$ cat config.mk
export PLATFORM = sky130hd
export DESIGN_NAME = ibex_instr_aligner
export DESIGN_NICKNAME = d
export VERILOG_FILES = /design/src/rtl/ibex_aligner_pkg.sv /design/src/rtl/ibex_compressed_decoder.sv /design/src/rtl/ibex_instr_aligner.sv
export SDC_FILE = /design/constraint.sdc
export NUM_CORES = 1
export LEC_CHECK = 0
export BUFFER_PORTS_ARGS = -buffer_cell sky130_fd_sc_hd__buf_2
export CAP_MARGIN = 20
export CORE_MARGIN = 2
export CORE_UTILIZATION = 50
export DETAILED_ROUTE_END_ITERATION = 8
export PLACE_DENSITY = 0.76
export SYNTH_ARGS = -nofsm -noshare
export SYNTH_HDL_FRONTEND = slang
export SYNTH_SLANG_ARGS = --single-unit
export TNS_END_PERCENT = 100
$ cat constraint.sdc
create_clock -name clk_i -period 4.7 [get_ports clk_i]
set_input_delay 0.47 -clock clk_i [delete_from_list [all_inputs] [get_ports clk_i]]
set_output_delay 0.47 -clock clk_i [all_outputs]
set_load 0.005 [all_outputs]
$ cat src/rtl/ibex_aligner_pkg.sv
// rtl/ibex_aligner_pkg.sv - shared types and constants for the instruction aligner
package ibex_aligner_pkg;

    typedef enum logic [1:0] {
        ALIGNED = 2'd0,
        HALF    = 2'd1,
        SKIP    = 2'd2
    } aligner_state_e;

    localparam logic [1:0]  OPC_32B = 2'b11;
    localparam logic [31:0] INC_C   = 32'd2;
    localparam logic [31:0] INC_W   = 32'd4;

endpackage

$ cat src/rtl/ibex_compressed_decoder.sv
// rtl/ibex_compressed_decoder.sv - expands RV32C instructions to their 32-bit equivalents
module ibex_compressed_decoder (
    input  logic [31:0] instr_i,
    output logic [31:0] instr_o,
    output logic        is_compressed_o,
    output logic        illegal_instr_o
);

    localparam logic [6:0] OPC_LOAD   = 7'h03;
    localparam logic [6:0] OPC_OP_IMM = 7'h13;
    localparam logic [6:0] OPC_STORE  = 7'h23;
    localparam logic [6:0] OPC_OP     = 7'h33;
    localparam logic [6:0] OPC_LUI    = 7'h37;
    localparam logic [6:0] OPC_BRANCH = 7'h63;
    localparam logic [6:0] OPC_JALR   = 7'h67;
    localparam logic [6:0] OPC_JAL    = 7'h6f;

    assign is_compressed_o = (instr_i[1:0] != 2'b11);

    always_comb begin
        instr_o         = instr_i;
        illegal_instr_o = 1'b0;
        case (instr_i[1:0])
            2'b00: begin
                case (instr_i[15:13])
                    3'b000: begin
                        instr_o = {2'b0, instr_i[10:7], instr_i[12:11], instr_i[5], instr_i[6], 2'b00,
                                   5'h02, 3'b000, 2'b01, instr_i[4:2], OPC_OP_IMM};
                        if (instr_i[12:5] == 8'b0) illegal_instr_o = 1'b1;
                    end
                    3'b010: instr_o = {5'b0, instr_i[5], instr_i[12:10], instr_i[6], 2'b00, 2'b01,
                                       instr_i[9:7], 3'b010, 2'b01, instr_i[4:2], OPC_LOAD};
                    3'b110: instr_o = {5'b0, instr_i[5], instr_i[12], 2'b01, instr_i[4:2], 2'b01,
                                       instr_i[9:7], 3'b010, instr_i[11:10], instr_i[6], 2'b00, OPC_STORE};
                    default: illegal_instr_o = 1'b1;
                endcase
            end
            2'b01: begin
                case (instr_i[15:13])
                    3'b000: instr_o = {{6{instr_i[12]}}, instr_i[12], instr_i[6:2], instr_i[11:7], 3'b000,
                                       instr_i[11:7], OPC_OP_IMM};
                    3'b001, 3'b101: instr_o = {instr_i[12], instr_i[8], instr_i[10:9], instr_i[6], instr_i[7],
                                               instr_i[2], instr_i[11], instr_i[5:3], {9{instr_i[12]}},
                                               4'b0, ~instr_i[15], OPC_JAL};
                    3'b010: instr_o = {{6{instr_i[12]}}, instr_i[12], instr_i[6:2], 5'b0, 3'b000,
                                       instr_i[11:7], OPC_OP_IMM};
                    3'b011: begin
                        // rd == sp selects c.addi16sp, otherwise c.lui
                        if (instr_i[11:7] == 5'h02) begin
                            instr_o = {{3{instr_i[12]}}, instr_i[4:3], instr_i[5], instr_i[2], instr_i[6],
                                       4'b0, 5'h02, 3'b000, 5'h02, OPC_OP_IMM};
                        end else begin
                            instr_o = {{15{instr_i[12]}}, instr_i[6:2], instr_i[11:7], OPC_LUI};
                        end
                        if ({instr_i[12], instr_i[6:2]} == 6'b0) illegal_instr_o = 1'b1;
                    end
                    3'b100: begin
                        case (instr_i[11:10])
                            2'b00, 2'b01: begin
                                instr_o = {1'b0, instr_i[10], 5'b0, instr_i[6:2], 2'b01, instr_i[9:7],
                                           3'b101, 2'b01, instr_i[9:7], OPC_OP_IMM};
                                if (instr_i[12]) illegal_instr_o = 1'b1;
                            end
                            2'b10: instr_o = {{6{instr_i[12]}}, instr_i[12], instr_i[6:2], 2'b01, instr_i[9:7],
                                              3'b111, 2'b01, instr_i[9:7], OPC_OP_IMM};
                            default: begin
                                case ({instr_i[12], instr_i[6:5]})
                                    3'b000: instr_o = {2'b01, 5'b0, 2'b01, instr_i[4:2], 2'b01, instr_i[9:7],
                                                       3'b000, 2'b01, instr_i[9:7], OPC_OP};
                                    3'b001: instr_o = {7'b0, 2'b01, instr_i[4:2], 2'b01, instr_i[9:7],
                                                       3'b100, 2'b01, instr_i[9:7], OPC_OP};
                                    3'b010: instr_o = {7'b0, 2'b01, instr_i[4:2], 2'b01, instr_i[9:7],
                                                       3'b110, 2'b01, instr_i[9:7], OPC_OP};
                                    3'b011: instr_o = {7'b0, 2'b01, instr_i[4:2], 2'b01, instr_i[9:7],
                                                       3'b111, 2'b01, instr_i[9:7], OPC_OP};
                                    default: illegal_instr_o = 1'b1;
                                endcase
                            end
                        endcase
                    end
                    default: instr_o = {{4{instr_i[12]}}, instr_i[6:5], instr_i[2], 5'b0, 2'b01, instr_i[9:7],
                                        2'b00, instr_i[13], instr_i[11:10], instr_i[4:3], instr_i[12],
                                        OPC_BRANCH};
                endcase
            end
            2'b10: begin
                case (instr_i[15:13])
                    3'b000: begin
                        instr_o = {7'b0, instr_i[6:2], instr_i[11:7], 3'b001, instr_i[11:7], OPC_OP_IMM};
                        if (instr_i[12]) illegal_instr_o = 1'b1;
                    end
                    3'b010: begin
                        instr_o = {4'b0, instr_i[3:2], instr_i[12], instr_i[6:4], 2'b00, 5'h02, 3'b010,
                                   instr_i[11:7], OPC_LOAD};
                        if (instr_i[11:7] == 5'b0) illegal_instr_o = 1'b1;
                    end
                    3'b100: begin
                        if (!instr_i[12]) begin
                            if (instr_i[6:2] != 5'b0) begin
                                instr_o = {7'b0, instr_i[6:2], 5'b0, 3'b000, instr_i[11:7], OPC_OP};
                            end else begin
                                instr_o = {12'b0, instr_i[11:7], 3'b000, 5'b0, OPC_JALR};
                                if (instr_i[11:7] == 5'b0) illegal_instr_o = 1'b1;
                            end
                        end else begin
                            if (instr_i[6:2] != 5'b0) begin
                                instr_o = {7'b0, instr_i[6:2], instr_i[11:7], 3'b000, instr_i[11:7], OPC_OP};
                            end else if (instr_i[11:7] == 5'b0) begin
                                instr_o = 32'h0010_0073;
                            end else begin
                                instr_o = {12'b0, instr_i[11:7], 3'b000, 5'b00001, OPC_JALR};
                            end
                        end
                    end
                    3'b110: instr_o = {4'b0, instr_i[8:7], instr_i[12], instr_i[6:2], 5'h02, 3'b010,
                                       instr_i[11:9], 2'b00, OPC_STORE};
                    default: illegal_instr_o = 1'b1;
                endcase
            end
            default: instr_o = instr_i;
        endcase
    end

endmodule

$ cat src/rtl/ibex_instr_aligner.sv
// rtl/ibex_instr_aligner.sv - realigns fetch words into one expanded instruction per handshake
module ibex_instr_aligner
    import ibex_aligner_pkg::*;
#(
    parameter logic [31:0] BOOT_ADDR = 32'h0000_0080
) (
    input  logic        clk_i,
    input  logic        rst_i,
    input  logic        fetch_valid_i,
    input  logic [31:0] fetch_rdata_i,
    output logic        fetch_ready_o,
    input  logic        branch_i,
    input  logic [31:0] branch_addr_i,
    output logic        out_valid_o,
    input  logic        out_ready_i,
    output logic [31:0] out_instr_o,
    output logic [31:0] out_addr_o,
    output logic        out_is_compressed_o,
    output logic        out_illegal_c_o
);

    aligner_state_e r_state, w_state_nxt;
    logic [15:0]    r_hold, w_hold_nxt;
    logic [31:0]    r_pc, w_pc_nxt;
    logic [31:0]    w_raw;
    logic           w_valid, w_fetch_ready, w_hs, w_fetch_acc, w_is_c;
    logic           w_unused_addr0;

    assign w_unused_addr0 = branch_addr_i[0];

    always_comb begin
        w_raw         = fetch_rdata_i;
        w_valid       = 1'b0;
        w_fetch_ready = 1'b0;
        case (r_state)
            ALIGNED: begin
                w_valid       = fetch_valid_i;
                w_fetch_ready = out_ready_i;
            end
            HALF: begin
                // a compressed held halfword is complete on its own and needs no fetch word
                if (r_hold[1:0] != OPC_32B) begin
                    w_raw   = {16'h0, r_hold};
                    w_valid = 1'b1;
                end else begin
                    w_raw         = {fetch_rdata_i[15:0], r_hold};
                    w_valid       = fetch_valid_i;
                    w_fetch_ready = out_ready_i;
                end
            end
            SKIP: w_fetch_ready = 1'b1;
            default: ;
        endcase
        if (rst_i || branch_i) begin
            w_valid       = 1'b0;
            w_fetch_ready = 1'b0;
        end
    end

    assign w_is_c      = (w_raw[1:0] != OPC_32B);
    assign w_hs        = w_valid & out_ready_i;
    assign w_fetch_acc = fetch_valid_i & w_fetch_ready;

    always_comb begin
        w_state_nxt = r_state;
        w_hold_nxt  = r_hold;
        w_pc_nxt    = r_pc;
        if (branch_i) begin
            w_pc_nxt    = {branch_addr_i[31:1], 1'b0};
            w_state_nxt = branch_addr_i[1] ? SKIP : ALIGNED;
        end else begin
            case (r_state)
                ALIGNED: if (w_hs) begin
                    if (w_is_c) begin
                        w_hold_nxt  = fetch_rdata_i[31:16];
                        w_pc_nxt    = r_pc + INC_C;
                        w_state_nxt = HALF;
                    end else begin
                        w_pc_nxt = r_pc + INC_W;
                    end
                end
                HALF: if (w_hs) begin
                    if (w_is_c) begin
                        w_pc_nxt    = r_pc + INC_C;
                        w_state_nxt = ALIGNED;
                    end else begin
                        w_hold_nxt = fetch_rdata_i[31:16];
                        w_pc_nxt   = r_pc + INC_W;
                    end
                end
                SKIP: if (w_fetch_acc) begin
                    w_hold_nxt  = fetch_rdata_i[31:16];
                    w_state_nxt = HALF;
                end
                default: w_state_nxt = ALIGNED;
            endcase
        end
    end

    always_ff @(posedge clk_i or posedge rst_i) begin
        if (rst_i) begin
            r_state <= ALIGNED;
            r_hold  <= 16'h0;
            r_pc    <= BOOT_ADDR;
        end else begin
            r_state <= w_state_nxt;
            r_hold  <= w_hold_nxt;
            r_pc    <= w_pc_nxt;
        end
    end

    assign out_valid_o   = w_valid;
    assign fetch_ready_o = w_fetch_ready;
    assign out_addr_o    = r_pc;

    ibex_compressed_decoder u_dec (
        .instr_i         (w_raw),
        .instr_o         (out_instr_o),
        .is_compressed_o (out_is_compressed_o),
        .illegal_instr_o (out_illegal_c_o)
    );

endmodule

==> results by group <==
CTS
  – Cts hold-fix bufs: 0
  – Post-CTS sizing: 0
  – Cts bufs inserted: 5
  – Num Clock Sinks: 49
  – Post-CTS Setup Bufs: 0
  – Worst-Skew Late Latency: 320 ps
  – Clock-pin slew on the worst setup and hold paths: ~110 ps
  – Root Driver: clkbuf_8
  – H-Tree Depth: 2
  – CTS tree: done
  – CTS max path bufs: 2

Critical path
  – FF-to-FF End: r_hold[3]
  – Largest stage delay, worst path: 810 ps
  – Reg2reg start: r_state[0]
  – Critical path, cell by cell: nand2b_4, buf_12, nor3_1, o211a_1, o311ai_1, o31a_1, o221ai_1, buf_2
  – CP startpoint kind: register
  – R2R cell count: 5
  – FF-to-FF setup slack: 950 ps
  – Critical Setup Path Class: reg -> out
  – Top cell family by delay on the critical path: compound AO/OA/AOI/OAI gates
  – Crit path max fanout: 34
  – CP Buf/Inv Count: 2
  – Worst Path Required: around 4200 ps
  – CP max-delay cell: dfrtp_1
  – CP Data Arrival Time: 3760 ps
  – Critical Path End Type: output pin

Global routing
  – GRT Util Overall: between 40 and 50%
  – Initial antenna violation count: 0
  – GRT overflow: 0
  – Largest net degree at the start of global routing: 63
  – First-pass GRT wire length: roughly 37 mm
  – Number of global-route vias before repair: 6456

Flow run
  – Max cap viols: 0

Timing
  – Final hold violations: 0
  – Setup TNS: 0 ps
  – Worst Hold Margin: roughly 64 ps
  – Tightest Pin Transition: 1100 ps
  – Fin crit share: 90.0%
  – Slew Limit Fails: 0
  – Highest clock rate: approximately 240 MHz
  – Clock period minus worst slack: 4230 ps
  – Rel. slew slack: 26.6%
  – Post-Route Skew: 11.7 ps
  – RSZ-0062 raised after global routing: false
  – Final Setup Violations: 0

Synth
  – Ys async rst share: 100%
  – Post-synth top flop: dfrtp_1
  – Flops & latches, synth: 49
  – Count leader, synth: nand2_1
  – Synth cell count leaders: nand2_1 (77), o21ai_0 (60), nor2_1 (52), dfrtp_1 (48), a21oi_1 (34)
  – Post-Syn Area: around 0.0054 mm2
  – Top cells by area, synth: dfrtp_1 (22%), mux2_2 (5.6%), o21ai_0 (5.5%)
  – Distinct cell type count after synthesis: 86
  – Leading area contributor after synthesis: dfrtp_1
  – Avg Cell Area, Syn: a little under 8 um2
  – Share of the synthesized area in the top cell type: between 20% and 30%
  – Post-synth EDFFs: 0
  – Syn nets: 778
  – Cells after Synth: 707
  – Register area share after synthesis: 22.5%
  – Ys Warns: 0

Detailed routing
  – Drt via density: about 7.2
  – DRT Pass-1 Iters: 6
  – Via count: 6904
  – Residual DRC count: 0
  – Detailed Route WL: 23.9 mm
  – Post-DRT Antenna Nets: 0
  – 1st-iter DRT viols: around 1100
  – WL/cell: 25.1 um

Die
  – Die area: about 0.012 mm2
  – Standard-cell rows: 38
  – Ports: 137
  – Die height: 108 um
  – Core region area: 0.0107 mm2
  – Initial Util: 50.7%
  – DIE WIDTH: approximately 110 um

Power and ir drop
  – P per Cell Area: between 200 and 250 mW/mm2
  – Maximum VDD drop: 219 uV
  – Total power draw: 1.55 mW
  – Pleak: between 2 and 3 nW

Place
  – Port buffer count: between 100 and 150
  – Dpl hpwl: ~18 mm
  – DP Cell Count: 944
  – GPL Wtd Cong: 1.01

Finish
  – Share of cells above drive strength 1: between 20% and 30%
  – Post-Layout Cell Count: 953
  – Layout Nets: 883
  – Synthesis-to-finish area growth: 15.2%
  – Antenna diodes: 0

Run status
  – Status: finished clean

Hold path
  – Worst min-delay path class: in -> async
[per-layer routing]
| metal | global-route usage [%] | part of all wire [%] |
|---|---|---|
| met1 | 55.6 | 40 |
| met2 | 61.3 | 43 |
| met3 | 10.2 | 13 |
| met4 | 16.3 | 4.2 |
| met5 | 0 | 0 |
[area by class of cell]
| cell class | count | area [um2] |
|---|---|---|
| Sequential cell | 49 | 1230 |
| Fill cell | 1053 | 4480 |
| Multi-Input combinational cell | 588 | 3870 |
| Clock buffer | 6 | 82.6 |
| Timing Repair Buffer | 154 | 846 |
| Inverter | 14 | 57.6 |
| Tap cell | 140 | 175 |
| Clock inverter | 2 | 13.8 |
[cells in the final DEF (no fill, tap or decap), drive strengths merged, types with 19 or more instances in the layout]
cell type,instances
a21oi,35
a22oi,21
buf,154
dfrtp,48
mux2,28
mux2i,19
nand2,78
nand3,21
nor2,53
nor3,21
o21ai,64
[how the worst max path moves through the flow]
stage	start	end	slack [ps]	depth (start not counted)
floorplan	r_state[0]	out_instr_o[20]	2150	9
global placement	r_state[1]	out_instr_o[17]	1080	8
detailed placement	r_state[1]	out_instr_o[17]	980	8
CTS	r_state[1]	out_instr_o[17]	640	8
global route	r_state[1]	out_instr_o[17]	370	8
finish	r_state[1]	out_instr_o[17]	470	8
[power by group]
group / leakage [nW] / internal, mW / switching, mW
logic: 2.04 / 0.260 / 0.358
registers: 0.587 / 0.494 / 0.158
clock network: 0.0512 / 0.120 / 0.163
total: 2.67 / 0.874 / 0.679
[state kept, by name, summed over array words and instances (netlist names)]
name / flops
out_addr_o: 31
r_state: 2
r_hold: 16
[worst register-to-register path, delay by kind of cell (launching register included)]
family | cells | cell delay (ps)
AND/OR/NAND/NOR | 1 | 760
AO/OA/AOI/OAI | 2 | 1420
buffers and inverters | 1 | 200
flip-flops | 1 | 840
multiplexers | 1 | 430
[through the flow]
stage | cell area, um2 | setup WS [ps] | utilization (%)
floorplan | 5440 | 2150 | -
CTS | 6250 | 638 | 58.2
finish | 6270 | 471 | 58.3
global placement | 6150 | 1080 | 57.3
detailed placement | 6150 | 980 | 57.3
global route | 6270 | 368 | 58.3
[cell families after synthesis]
kind of cell / count (synthesis) / share of synthesized area [%]
muxes: 47 / 9.88
AOI/OAI and AO/OA: 271 / 34.5
DFF: 49 / 22.5
adders and majority gates: 2 / 0.460
buffers and inverters: 70 / 6.41
and+or+nand+nor: 258 / 24.7
xor gates and xnor gates: 9 / 1.45
other: 1 / 0.0689
Note: power is estimated with default switching activity, not from simulation.
